[src/rtl/mem_wb_stage.sv]
// Memory-access stage and MEM/WB pipeline register of the KGP-RISC core.
// Runs loads/stores over a req/ack data-memory port and stalls upstream while an access is outstanding.
module mem_wb_stage #(
  parameter int TIMEOUT = 16
) (
  input  logic        clk,
  input  logic        rst,
  input  logic        ex_mem_valid,
  input  logic [31:0] ex_mem_aluresult,
  input  logic [31:0] ex_mem_storedata,
  input  logic [4:0]  ex_mem_destadd,
  input  logic        ex_mem_regwrite,
  input  logic        ex_mem_memread,
  input  logic        ex_mem_memwrite,
  input  logic        ex_mem_link,
  input  logic [31:0] ex_mem_pcplus4,
  output logic        dmem_req,
  output logic        dmem_we,
  output logic [31:0] dmem_addr,
  output logic [31:0] dmem_wdata,
  input  logic        dmem_ack,
  input  logic [31:0] dmem_rdata,
  output logic        mem_stall,
  output logic        mem_wb_valid,
  output logic        mem_wb_regwrite,
  output logic [4:0]  mem_wb_destadd,
  output logic [31:0] wb_writedata,
  output logic        misalign_err,
  output logic        bus_err
);

  localparam int CW = (TIMEOUT > 2) ? $clog2(TIMEOUT) : 1;

  typedef enum logic {IDLE, ACCESS} state_t;

  state_t        state;
  logic [CW-1:0] cnt;
  logic [4:0]    lat_destadd;
  logic          lat_regwrite;
  logic          lat_memread;

  logic          access;
  logic          misaligned;
  logic          timeout_hit;
  logic          stall_raw;
  logic          nxt_valid;
  logic          nxt_regwrite;
  logic [4:0]    nxt_destadd;
  logic [31:0]   nxt_data;
  logic          wb_en;

  // memread together with memwrite is treated as a load
  assign access      = ex_mem_valid & (ex_mem_memread | ex_mem_memwrite);
  assign misaligned  = ex_mem_aluresult[1:0] != 2'b00;
  assign timeout_hit = cnt == CW'(TIMEOUT - 1);

  // NOTE: every signal written in always_comb gets a default first, so no path can infer a latch.
  always_comb begin
    stall_raw    = 1'b0;
    nxt_valid    = 1'b0;
    nxt_regwrite = 1'b0;
    nxt_destadd  = 5'd0;
    nxt_data     = 32'd0;
    case (state)
      IDLE: begin
        stall_raw = access & ~misaligned;
        if (ex_mem_valid && !access) begin
          nxt_valid    = 1'b1;
          nxt_regwrite = ex_mem_regwrite;
          nxt_destadd  = ex_mem_destadd;
          nxt_data     = ex_mem_link ? ex_mem_pcplus4 : ex_mem_aluresult;
        end
      end
      ACCESS: begin
        stall_raw = ~dmem_ack & ~timeout_hit;
        if (dmem_ack) begin
          nxt_valid    = 1'b1;
          nxt_regwrite = lat_regwrite;
          nxt_destadd  = lat_destadd;
          nxt_data     = lat_memread ? dmem_rdata : dmem_addr;
        end
      end
      default: stall_raw = 1'b0;
    endcase
  end

  // Held low during reset so upstream never sees a stall from a pipeline that is being cleared.
  assign mem_stall = rst & stall_raw;
  assign wb_en     = nxt_regwrite & (nxt_destadd != 5'd0);

  // NOTE: sequential state uses non-blocking assignments so every register samples pre-edge values.
  always_ff @(posedge clk or negedge rst) begin
    if (!rst) begin
      state           <= IDLE;
      cnt             <= '0;
      lat_destadd     <= 5'd0;
      lat_regwrite    <= 1'b0;
      lat_memread     <= 1'b0;
      dmem_req        <= 1'b0;
      dmem_we         <= 1'b0;
      dmem_addr       <= 32'd0;
      dmem_wdata      <= 32'd0;
      mem_wb_valid    <= 1'b0;
      mem_wb_regwrite <= 1'b0;
      mem_wb_destadd  <= 5'd0;
      wb_writedata    <= 32'd0;
      misalign_err    <= 1'b0;
      bus_err         <= 1'b0;
    end else begin
      // Bubbles and stores carry an all-zero triple so WB forwarding never sees a stale value.
      mem_wb_valid    <= nxt_valid;
      mem_wb_regwrite <= wb_en;
      mem_wb_destadd  <= wb_en ? nxt_destadd : 5'd0;
      wb_writedata    <= wb_en ? nxt_data : 32'd0;
      misalign_err    <= 1'b0;
      bus_err         <= 1'b0;
      case (state)
        IDLE: begin
          if (access && misaligned) begin
            misalign_err <= 1'b1;
          end else if (access) begin
            state        <= ACCESS;
            cnt          <= '0;
            dmem_req     <= 1'b1;
            dmem_we      <= ex_mem_memwrite & ~ex_mem_memread;
            dmem_addr    <= ex_mem_aluresult;
            dmem_wdata   <= ex_mem_storedata;
            lat_destadd  <= ex_mem_destadd;
            lat_regwrite <= ex_mem_regwrite & ex_mem_memread;
            lat_memread  <= ex_mem_memread;
          end
        end
        ACCESS: begin
          if (dmem_ack) begin
            state    <= IDLE;
            dmem_req <= 1'b0;
          end else if (timeout_hit) begin
            state    <= IDLE;
            dmem_req <= 1'b0;
            bus_err  <= 1'b1;
          end else begin
            cnt <= cnt + CW'(1);
          end
        end
        default: state <= IDLE;
      endcase
    end
  end

endmodule

[config.mk]
export PLATFORM = sky130hd
export DESIGN_NAME = mem_wb_stage
export DESIGN_NICKNAME = d
export VERILOG_FILES = /design/src/rtl/mem_wb_stage.sv
export SDC_FILE = /design/constraint.sdc
export NUM_CORES = 1
export LEC_CHECK = 0
export CAP_MARGIN = 20
export CORE_ASPECT_RATIO = 0.9
export CORE_MARGIN = 1.5
export CORE_UTILIZATION = 36
export CTS_BUF_LIST = sky130_fd_sc_hd__clkbuf_8
export DETAILED_ROUTE_END_ITERATION = 10
export GPL_ROUTABILITY_DRIVEN = 0
export PLACE_DENSITY = 0.69
export SLEW_MARGIN = 20
export SYNTH_ARGS = -nofsm -noshare
export SYNTH_HDL_FRONTEND = slang
export SYNTH_SLANG_ARGS = --single-unit
[constraint.sdc]
create_clock -name clk -period 2.7 [get_ports clk]
set_clock_uncertainty 0.2 [all_clocks]
set_input_delay 0.54 -clock clk [delete_from_list [all_inputs] [get_ports clk]]
set_output_delay 0.54 -clock clk [all_outputs]
set_load 0.05 [all_outputs]
==> summary.txt <==
Area growth syn-to-layout: 59.44%
Net count of the mapped netlist: 541
Number of antenna violations at the first check in global routing: 1
Worst slew pin tran: 900.5 ps
Primary FF master, synth: dfrtp_1
Family with the most delay on the worst path: buffers and inverters
Num CTS Buffers: 17
Die ar.: 15,890 um^2
Placed Cells: 835
Vias in the first global route: 4,672
Reported leakage power: 3.672 nW
1st-pass router iterations: 4
Worst EP arrival: 1910 ps
CP Max Fanout: 3
Critical path buffers and inverters: 2
Busiest layer in global routing: met2
Die width: 132.7 um
Highest Clock Rate: 0.3767 GHz
Synthesized flop and latch total: 119
Nets: 798
Via-to-Cell Ratio: 4.917
Total core area: 14,770 um^2
Synth top area share: 0.5462
Synth area leader: dfrtp_1
DRC viols: 0
TritonCTS clock tree: built
Max stage delay on crit path: 460 ps
TNS Setup: 0 ps
Layout fillers: 1,219
Hold Path Class: input port to asynchronous set/reset pin
Routed vias: 4,268
Clk_lat worst skew: 420 ps
Number of synthesized flops with an enable pin: 0
Worst Setup End Kind: primary output
Hold Fails Final Rpt: 0
Crit path time final: 2654 ps
# port buffers: 248
Worst setup margin: 45.67 ps
Post-synth cell types: 35
Post-DRT Antenna Nets: 0
DP Worst Slack: -8.264 ps
Initial DRC count: 173
Period utilisation layout: 0.9831
RSZ-0062 raised after global routing: no
Global-route wire length before repair: 25,050 um
GRT Total Usage: 0.2061
Top-count cell post-synth: dfrtp_1
Die Span Y: 119.7 um
Non-Filler Instances: 868
Startpoint class of the critical path: input port
Register area share after synthesis: 0.5462
Status: complete, no violations
CTS sink cnt: 119
H-tree depth: 4
Slew headroom: 0.3997
Final number of setup-violating endpoints: 0
DR WL/cell: 18.07 um
Gate Count Post-Synth: 399
PD cells: 1008 nW/um^2
IR drop worst, VDD: 0.0006028 V
Final Max Tran Viols: 0
Syn_area_per_cell: 13.66 um^2
Kind of critical path: input port to primary output
GRT met2 Usage: 0.3459
Standard-cell rows: 42
Clock transition at path regs: 70 ps
Largest net degree at the start of global routing: 72
MaxCap Viol Count: 0
Grt total ovfl: 0
HPWL after detailed placement: 11,240 um
Share of cells above drive strength 1: 0.2407
Synth async-reset ratio: 1.000
Clk root buf: clkbuf_8
Max clock buf depth: 2
GRT met1 Usage: 0.2437
Worst Path Required: 1960 ps
Slowest CP cell: clkdlybuf4s50_1
Crit-path cells: clkdlybuf4s50_1, or2_2, a22oi_2, and3b_1, buf_4
Yosys Warn Count: 0
Drt total wl: 15,680 um
Initial Util: 0.3692
Post-synth top cells: dfrtp_1, mux2_2, mux2i_1, o22a_1, a21oi_2
Post-CTS Setup Bufs: 0
Num ports: 249
Met3 Use GR: 0.07436
Synthesized area: 5451 um^2
Top area cells in the synthesized netlist: dfrtp_1, mux2_2, mux2i_1
-- layout by cell type, fill, tap and decap left out, types with 2 or more instances in the layout --
cell type,synthesis,final
clkdlybuf4s50_1,0,245
dfrtp_1,119,117
mux2_2,67,67
mux2i_1,64,64
o22a_1,32,32
a21oi_2,29,29
clkbuf_8,0,18
buf_4,3,17
a21oi_1,7,7
a22o_1,7,7
nand2_1,7,6
buf_12,0,6
nor2_1,4,4
and2_1,4,4
clkinvlp_4,0,4
nor3_1,3,3
inv_6,0,3
bufinv_16,0,3
and3_1,2,2
nand3_1,2,2
nor2b_1,2,2
o21ai_0,2,2
a21o_1,2,2
clkinv_2,0,2
clkinv_4,0,2
dfrtp_2,0,2
-- state kept, by name, summed over array words and instances, names as in the netlist --
signal and cells:
dmem_we 1, mem_wb_valid 1, mem_wb_regwrite 1, dmem_wdata 32
dmem_addr 32, cnt 4, misalign_err 1, dmem_req 1
lat_regwrite 1, wb_writedata 32, lat_destadd 5, bus_err 1
lat_memread 1, mem_wb_destadd 5, state 1
-- what timing repair did --
item                       4_1_cts  5_1_grt
setup endpoints to repair        1        1
gates resized for setup          1        2
pin swaps                        1        0
hold buffers                     0        0
-- cell families after synthesis --
logic type,count (synthesis),share of synthesized area
mux,131,0.2559
buf+inv,32,0.03121
compound gates,84,0.1290
simple gates,32,0.03534
fa+ha+maj,1,0.002295
flops,119,0.5462
-- metrics by stage --
stage	total power [mW]	hold WS (ps)	area (um^2)	utilization
2_1_floorplan	5.490	44.41	5451	-
3_3_place_gp	7.013	284.1	8253	0.5589
3_5_place_dp	7.091	286.4	8253	0.5589
4_1_cts	8.842	43.85	8683	0.5880
5_1_grt	9.182	69.85	8692	0.5886
6_report	8.761	59.14	8692	0.5886
-- metal layers --
| metal | up-vias | part of all wire |
|---|---|---|
| met4 | 0 | 0.021 |
| li1 | 1994 | - |
| met5 | - | 0 |
| met2 | 162 | 0.49 |
| met3 | 22 | 0.080 |
| met1 | 2090 | 0.41 |
-- cell type report --
cell class / count / area, um^2 / area share
flip-flops and latches: 119 / 2980 / 0.3429
repair buffers: 269 / 2705 / 0.3112
multi-input cells: 248 / 2331 / 0.2682
clock buffers: 18 / 247.7 / 0.02850
well taps: 198 / 247.7 / 0.02850
clock inverters: 14 / 173.9 / 0.02001
inverters: 1 / 3.754 / 0.0004318
diodes: 1 / 2.502 / 0.0002879
-- report_power, final --
part	switching (mW)	total, mW	internal (mW)
Clock	0.762	1.71	0.944
Combinational	2.56	4.29	1.73
Sequential	0.433	2.76	2.33
Total	3.75	8.76	5.01
-- worst paths after layout --
| kind | startpoint | slack (ps) | endpoint | cells past startpoint |
|---|---|---|---|---|
| worst min register to register | lat_regwrite$_DFFE_PN0P_ | 300 | lat_regwrite$_DFFE_PN0P_ | 1 |
| worst min-delay path | rst | 60 | wb_writedata[27]$_DFF_PN0_ | 2 |
| max in group asynchronous | rst | 1520 | lat_memread$_DFFE_PN0P_ | 2 |
| worst max register to register | state$_DFF_PN0_ | 550 | dmem_wdata[19]$_DFFE_PN0P_ | 5 |
| min in group clk | lat_regwrite$_DFFE_PN0P_ | 300 | lat_regwrite$_DFFE_PN0P_ | 1 |
| worst max-delay path | ex_mem_memread | 50 | mem_stall | 5 |
Note: power is estimated with default switching activity, not from simulation.
==> variant, RTL diff (same settings) <==
`TIMEOUT`: 16 -> 32.
--- a/src/rtl/mem_wb_stage.sv
+++ b/src/rtl/mem_wb_stage.sv
@@ -3,3 +3,3 @@
 module mem_wb_stage #(
-  parameter int TIMEOUT = 16
+  parameter int TIMEOUT = 32
 ) (
Formal check against the unedited RTL: no difference found for any inputs over 4 cycles, from zero or initial values and one cycle with rst low; that may be too few to reach the edited logic, so the function may still have changed.
==> variant against the unedited design <==
- sequential cell count grew 1
- fmax shrank 6.4%
- synthesized cell count increased by 0.50%
- register-to-register slack worse by 0.55 ns
- the run now ends with setup timing left
- synthesized area is 0.64% higher
- routed wire length increased by 0.29%
- final area increased by 2.3%
- critical endpoint unchanged
- global-route usage fell by 0.34 points
- largest power group unchanged
- total power fell by 29%
- non-clock buffer count grew 16
- cell count grew 2.1%
- worst setup slack got worse by 0.18 ns
==> variant: results (changes against the unedited design) <==
status: "finished, violations left"
failed_checks: "setup timing"
power.leakage_nw: 3.76  # +2.5%
fin_setup_tns_ns: -0.140  # -0.140 ns
cts_buffers: 17  # unchanged
fin_ws_ns: -0.137  # -0.183 ns
io_buffers: 248  # unchanged
peakVddDrop_mv: 0.485  # -20%
reg_top3: "dmem_addr x32, dmem_wdata x32, wb_writedata x32"
slowest_delay_ns: 0.39  # -0.07 ns
final_nets: 818  # +2.5%
top_layer: "met4"
grt_pass1_vias: 4721  # +1.0%
async_flop_share_pct: 100  # unchanged
clk_path_buf_depth: 2  # unchanged
antenna_cells: 0  # -1
setup_viol: 2  # +2
overflow: 0  # unchanged
wl_met1_um: 6410  # about the same
dr_wl_met3_um: 1240  # -1.2%
ys_seq_area_share_pct: 54.7  # +0.11 points
grt_pass1_wl_um: 24700  # -1.3%
yosys_warnings: 0  # unchanged
placed_cell_area_mm2: 0.00833  # +0.88%
drt_first_iter_violations: 182  # +5.2%
synth_cell_types: 33  # -5.7%
crit_slowest_cell: "dfrtp_1"
worstSkewPairLatency_ns: 0.43
clkTransAtPathRegs_ns: 0.08
ys_top_cells_by_area: "dfrtp_1, mux2i_1, mux2_1"
placed_cells: 842  # +0.84%
clockRootBuffer: "clkbuf_8"
syn-mean-instance-area_um2: 13.7  # +0.14%
synth_nets: 544  # +0.55%
wl_per_cell_um: 17.8  # -1.8%
final_cells: 886  # +2.1%
ys.flop_type: "dfrtp_1"
cts-htree-levels: 4  # unchanged
grt_usage_pct: 20.3  # -0.34 points
grt_max_degree: 71  # -1.4%
cp.arrival_ns: 2.10  # +0.19 ns
yosys-top-cells-count: "dfrtp_1, mux2i_1, mux2_1, o22a_1, a21oi_2"
drtAntennaViolNets: 0  # unchanged
crit_family: "simple AND/OR/NAND/NOR gates"
hp-class: "primary input to async pin"
drt_first_pass_iters: 4  # unchanged
cp_max_fo: 2  # -1
antenna_found_initial: 0  # -1
layout-drive-gt1-share_pct: 19.0  # -5.0 points
vias: 4393  # +2.9%
relSlewSlack_pct: 38.8  # -1.2 points
dp_hpwl_um: 10900  # -2.8%
met2_wirelength_um: 7690  # about the same
variant: through the flow:
step | util [%] | setup WS [ns]
detailed placement | 56.2 | -0.0575
global placement | 56.2 | -0.0170
floorplan | - | 0.0855
global route | 60.0 | -0.222
CTS | 60.0 | -0.173
finish | 60.0 | -0.137
variant: timing repair:
item | in CTS | in global routing
pin swaps | 3 | 3
cloned | 0 | 0
resized for setup | 17 | 4
endpoints found under the setup margin | 1 | 3
buffers inserted | 13 | 3
variant: worst register-to-register path, cell delays in order, from the launching register on:
cell     delay (ns)
dfrtp_1        0.39
ha_2           0.19
and3_4         0.17
ha_4           0.15
or3b_4         0.39
o21ai_4        0.08
buf_4          0.13
buf_6          0.08
buf_6          0.08
buf_6          0.08
buf_6          0.09
buf_6          0.08
buf_6          0.08
buf_6          0.08
buf_6          0.08
buf_6          0.08
buf_6          0.08
mux2i_1        0.06
variant: worst paths after layout:
kind / start / endpoint / slack (ns) / cells past startpoint
min in group clk: dmem_wdata[1]$_DFFE_PN0P_ / dmem_wdata[1]$_DFFE_PN0P_ / 0.29 / 1
worst min register to register: dmem_wdata[1]$_DFFE_PN0P_ / dmem_wdata[1]$_DFFE_PN0P_ / 0.29 / 1
worst max-delay path: cnt[0]$_DFFE_PN0P_ / mem_stall / -0.14 / 7
max in group asynchronous: rst / dmem_addr[24]$_DFFE_PN0P_ / 1.52 / 2
worst min-delay path: rst / lat_destadd[3]$_DFFE_PN0P_ / 0.06 / 2
worst max register to register: cnt[0]$_DFFE_PN0P_ / cnt[0]$_DFFE_PN0P_ / 0 / 17
variant: power by group:
group	switching [W]	internal [W]	leakage, nW
clock	0.000794	0.000838	0.190
combinational	0.00138	0.000963	2.05
sequential	0.000171	0.00208	1.52
variant: area by class of cell:
| class | instances | area, um^2 |
|---|---|---|
| Tap cell | 198 | 248 |
| Timing Repair Buffer | 285 | 2860 |
| Inverter | 4 | 15.0 |
| Sequential cell | 120 | 3000 |
| Fill cell | 1171 | 5930 |
| Clock buffer | 17 | 234 |
| Clock inverter | 15 | 169 |
| Multi-Input combinational cell | 247 | 2360 |
variant: kinds of logic after synthesis:
kind of cell	share of synthesized area, %
muxes	25.6
DFF	54.7
buffers and inverters	3.35
adders and majority gates	0.456
and+or+nand+nor	3.28
AOI/OAI and AO/OA	12.6
variant: layer usage:
| layer | track usage [%] | up-vias |
|---|---|---|
| met1 | 23.7 | 2150 |
| met2 | 34.4 | 183 |
| met3 | 6.68 | 28 |
| met5 | 0 | - |
| met4 | 8.15 | 0 |
| li1 | - | 2032 |
